**config.mk**
```make
export PLATFORM = sky130hd
export DESIGN_NAME = vec3_pack
export DESIGN_NICKNAME = d
export VERILOG_FILES = /design/src/rtl/vec3_pack.sv
export SDC_FILE = /design/constraint.sdc
export NUM_CORES = 1
export LEC_CHECK = 0
export BUFFER_PORTS_ARGS = -buffer_cell sky130_fd_sc_hd__buf_2
export CAP_MARGIN = 20
export CORE_UTILIZATION = 50
export CTS_CLUSTER_DIAMETER = 50
export DETAILED_ROUTE_END_ITERATION = 8
export GPL_TIMING_DRIVEN = 0
export PLACE_DENSITY = 0.82
export REMOVE_ABC_BUFFERS = 1
export SLEW_MARGIN = 10
export SYNTH_ARGS = -nofsm -noshare
export SYNTH_HDL_FRONTEND = slang
export SYNTH_SLANG_ARGS = --single-unit
```
**constraint.sdc**
```tcl
create_clock -name clock -period 4.3 [get_ports clock]
set_input_delay 0.215 -clock clock [delete_from_list [all_inputs] [get_ports clock]]
set_output_delay 0.215 -clock clock [all_outputs]
set_load 0.05 [all_outputs]
```
**src/rtl/vec3_pack.sv**
```systemverilog
// vec3_pack: gathers ARRAY_SIZE consecutive words from a first-word-fall-through
// scalar FIFO into one packed vector and pushes it into a downstream vector FIFO.
// Lane 0 holds the first word popped. A completed vector is always written;
// flush only discards a partially gathered vector.
module vec3_pack #(
    parameter int DATA_WIDTH = 32,
    parameter int ARRAY_SIZE = 3
) (
    input  logic                                 clock,
    input  logic                                 reset,
    input  logic [DATA_WIDTH-1:0]                in_dout,
    input  logic                                 in_empty,
    output logic                                 in_rd_en,
    input  logic                                 flush,
    output logic [ARRAY_SIZE-1:0][DATA_WIDTH-1:0] out_din,
    output logic                                 out_wr_en,
    input  logic                                 out_full,
    output logic [31:0]                          vec_count
);

    localparam int IDX_W = (ARRAY_SIZE > 1) ? $clog2(ARRAY_SIZE) : 1;
    localparam logic [IDX_W-1:0] LAST_IDX = IDX_W'(ARRAY_SIZE - 1);

    typedef enum logic {
        GATHER = 1'b0,
        PUSH   = 1'b1
    } state_t;

    state_t                                state_q, state_d;
    logic [IDX_W-1:0]                      idx_q, idx_d;
    logic [ARRAY_SIZE-1:0][DATA_WIDTH-1:0] lane_q, lane_d;
    logic [31:0]                           cnt_q, cnt_d;

    // Next-state and handshake logic; both strobes are forced low while reset is asserted.
    always_comb begin
        // NOTE: every signal written here gets a default first so no latch is inferred.
        state_d   = state_q;
        idx_d     = idx_q;
        lane_d    = lane_q;
        cnt_d     = cnt_q;
        in_rd_en  = 1'b0;
        out_wr_en = 1'b0;

        case (state_q)
            GATHER: begin
                in_rd_en = reset && !in_empty && !flush;
                if (flush) begin
                    // Drop the partial vector; stale lanes get overwritten by the next gather.
                    idx_d = '0;
                end else if (in_rd_en) begin
                    lane_d[idx_q] = in_dout;
                    if (idx_q == LAST_IDX) begin
                        idx_d   = '0;
                        state_d = PUSH;
                    end else begin
                        idx_d = idx_q + 1'b1;
                    end
                end
            end
            PUSH: begin
                // Flush is ignored here: a completed vector is always written.
                out_wr_en = reset && !out_full;
                if (out_wr_en) begin
                    cnt_d   = cnt_q + 32'd1;
                    state_d = GATHER;
                end
            end
            default: state_d = GATHER;
        endcase
    end

    // State, index, lane and counter registers with asynchronous active-low reset.
    always_ff @(posedge clock or negedge reset) begin
        // NOTE: sequential state uses non-blocking assignments so all flops update together.
        if (!reset) begin
            state_q <= GATHER;
            idx_q   <= '0;
            lane_q  <= '0;
            cnt_q   <= '0;
        end else begin
            state_q <= state_d;
            idx_q   <= idx_d;
            lane_q  <= lane_d;
            cnt_q   <= cnt_d;
        end
    end

    assign out_din   = lane_q;
    assign vec_count = cnt_q;

endmodule

```
==> impl_metrics.yaml <==
critical_path:
  reg2reg_slack_ns: 2.27
  worst-setup-path-type: "primary input to register"
  rr_endpoint: "out_din[22]"
  path_max_fanout: 72
  critical_path_required_ns: 4.68
  worstSetupEndpointType: "register"
  rr_startpoint: "state_q"
  r2r_cells: 3
  critPathLaunchType: "primary input"
  arrival_ns: 3.18
sta:
  fin_crit_ns: 2.806
  hold_viol_final: 0
  fin_skew_ns: 0.006282
  slew_headroom_pct: 39.45
  drv_slew: 0
  finalCritPeriodShare_pct: 65.25
  rsz0062_at_grt: "false"
  tightest_slew_ns: 0.9050
  fin_tns_setup_ns: 0
  setup_viol: 0
  fin_ws_ns: 1.494
  max_freq_mhz: 356.4
floorplanning:
  initial_core_util_pct: 51.13
  io_pins: 167
  dieArea_um2: 10920
  row_count: 37
  die_x_um: 104.5
  die_h_um: 104.5
  coreArea_um2: 10280
grt:
  first_global_vias: 3784
  antenna_found_initial: 0
  grt_overflow_total: 0
  grt_usage_pct: 22.30
  grt_pass1_wl_um: 18860
  grt_start_max_net_pins: 73
layout:
  multi_input_area_um2: 1872
  finish.utilization_pct: 69.64
  drive_above_1_share_pct: 52.97
  nNetsFinal: 597
  fillerInstances: 693
  syn_to_final_growth_pct: 36.19
  diodes: 0
  regArea_um2: 3278
placed_design:
  gp_congestion: 0.8107
  port_buffers: 166
  place_ws_ns: 1.515
  dp_hpwl_um: 7382
yosys:
  synth_ff_type: "dfrtp_1"
  async_flop_share_pct: 100.0
  avgSynthCellArea_um2: 15.10
  synthTopCellsByArea: "dfrtp_1 (62%), mux2_2 (20%), xnor2_1 (4.5%)"
  synth_edf_count: 0
  synth.distinct_cells: 28
  synth.top_cell.area_share_pct: 62.38
  synth_area_um2: 5255
  synthCells: 348
  ys_seq_area_share_pct: 62.38
  ys_seq_elements: 131
  synth_most_common_cell: "dfrtp_1"
  synth_top_area_cell: "dfrtp_1"
  synth_common_cells: "dfrtp_1 (131), mux2_2 (92), xnor2_1 (27)"
  yosysWarnings: 0
cts:
  clk-insertion-delay-late_ns: 0.49
  cts_tree: "done"
  cts.htree.levels: 4
  clkSinkCount: 131
  cts_buffer_depth: 2
  clockRootBuffer: "clkbuf_8"
  clkTransAtPathRegs_ns: 0.06
  cts_resized: 0
  numCtsBuffers: 17
routing:
  vias_per_cell: 5.145
  first_pass_iters: 4
  num_vias: 3643
  drcViolationCount: 0
  routed_wl_um: 11620
  ant_nets: 0
  wl_per_cell_um: 16.41
  drtIter0Drc: 110
worst_hold_path:
  holdPathEnd: "idx_q[1]"
  whs_path_depth: 4
  hold_path.class: "primary input to register"
  hp-start: "in_empty"
pwr:
  peakVddDrop_v: 0.0002804
  powerDensity_nw_per_um2: 597.2
  static-leakage-power_nw: 3.767
status:
  status: "completed"
job:
  cap_violations: 0
[sequential cells by signal, indices dropped and copies added (netlist names)]
signal / flops
vec_count: 32
state_q: 1
out_din: 96
idx_q: 2
[layout make-up]
| type | count | area share (%) |
|---|---|---|
| Sequential cell | 131 | 45.80 |
| Multi-Input combinational cell | 205 | 26.15 |
| Timing Repair Buffer | 202 | 16.98 |
| Clock buffer | 19 | 6.031 |
| Clock inverter | 13 | 2.552 |
| Tap cell | 136 | 2.378 |
| Inverter | 2 | 0.1049 |
[layout by cell type (no fill, tap or decap), types with 4 or more instances in the layout]
cell type / netlist / layout
clkinvlp_4: 0 / 4
xor2_1: 4 / 4
nor2_1: 6 / 6
and3_1: 7 / 7
bufinv_16: 0 / 4
clkbuf_16: 0 / 16
nand4_1: 15 / 15
mux2_2: 92 / 92
xnor2_1: 27 / 27
dlygate4sd3_1: 0 / 35
dfrtp_1: 131 / 131
nand2_1: 17 / 17
nand3_1: 10 / 10
buf_2: 0 / 165
mux2_4: 4 / 4
[routing by layer]
| metal | vias to the layer above | track usage, % | wire [um] |
|---|---|---|---|
| met5 | - | 0 | 0 |
| met4 | 0 | 8.980 | 108 |
| met3 | 12 | 5.702 | 679 |
| met2 | 131 | 37.89 | 5871 |
| met1 | 1834 | 27.09 | 4959 |
| li1 | 1666 | - | - |
[cell families (layout without fill, tap and decap cells)]
kind of cell | count (synthesis) | after routing | share of synthesized area [%]
buffers and inverters | 12 | 236 | 2.000
flip-flops | 131 | 131 | 62.38
XOR/XNOR | 31 | 31 | 5.167
multiplexers | 96 | 96 | 20.86
AO/OA/AOI/OAI | 5 | 5 | 0.5713
AND/OR/NAND/NOR | 72 | 72 | 8.786
adder cells (fa/ha/maj) | 1 | 1 | 0.2381
[power breakdown]
part	switching [mW]	internal, mW
Combinational	0.928	0.329
Clock	0.520	0.956
Sequential	0.107	1.43
[metrics by stage]
step / instances / total power, mW / hold WS [ns] / instance area, um2
final: 708 / 4.274 / 0.2151 / 7157
after global routing: 708 / 4.423 / 0.2301 / 7157
after CTS: 708 / 4.306 / 0.1927 / 7157
after detailed placement: 641 / 2.787 / 0.2374 / 6192
after global placement: 640 / 2.747 / 0.4563 / 6158
after floorplan: 338 / 2.461 / -0.08059 / 5157
[how the worst max path moves through the flow]
stage                 start             to  depth (start not counted)
floorplan           state_q    out_din[17]                          3
global placement      reset  vec_count[22]                          5
detailed placement    reset    out_din[22]                          6
CTS                   reset    out_din[18]                          7
global route          reset    out_din[18]                          7
finish                reset    out_din[22]                          7
[critical path, cell delays in order]
cell,delay (ns)
dlygate4sd3_1,0.57
buf_6,0.47
buf_16,0.36
nand2b_2,0.15
nor3_4,0.26
nand2_2,0.58
mux2_2,0.50
[what timing repair did]
action                                 4_1_cts  5_1_grt
setup buffers                                0        0
endpoints found under the hold margin      162        0
hold buffers                                35        0
(Power assumes the default switching activity.)
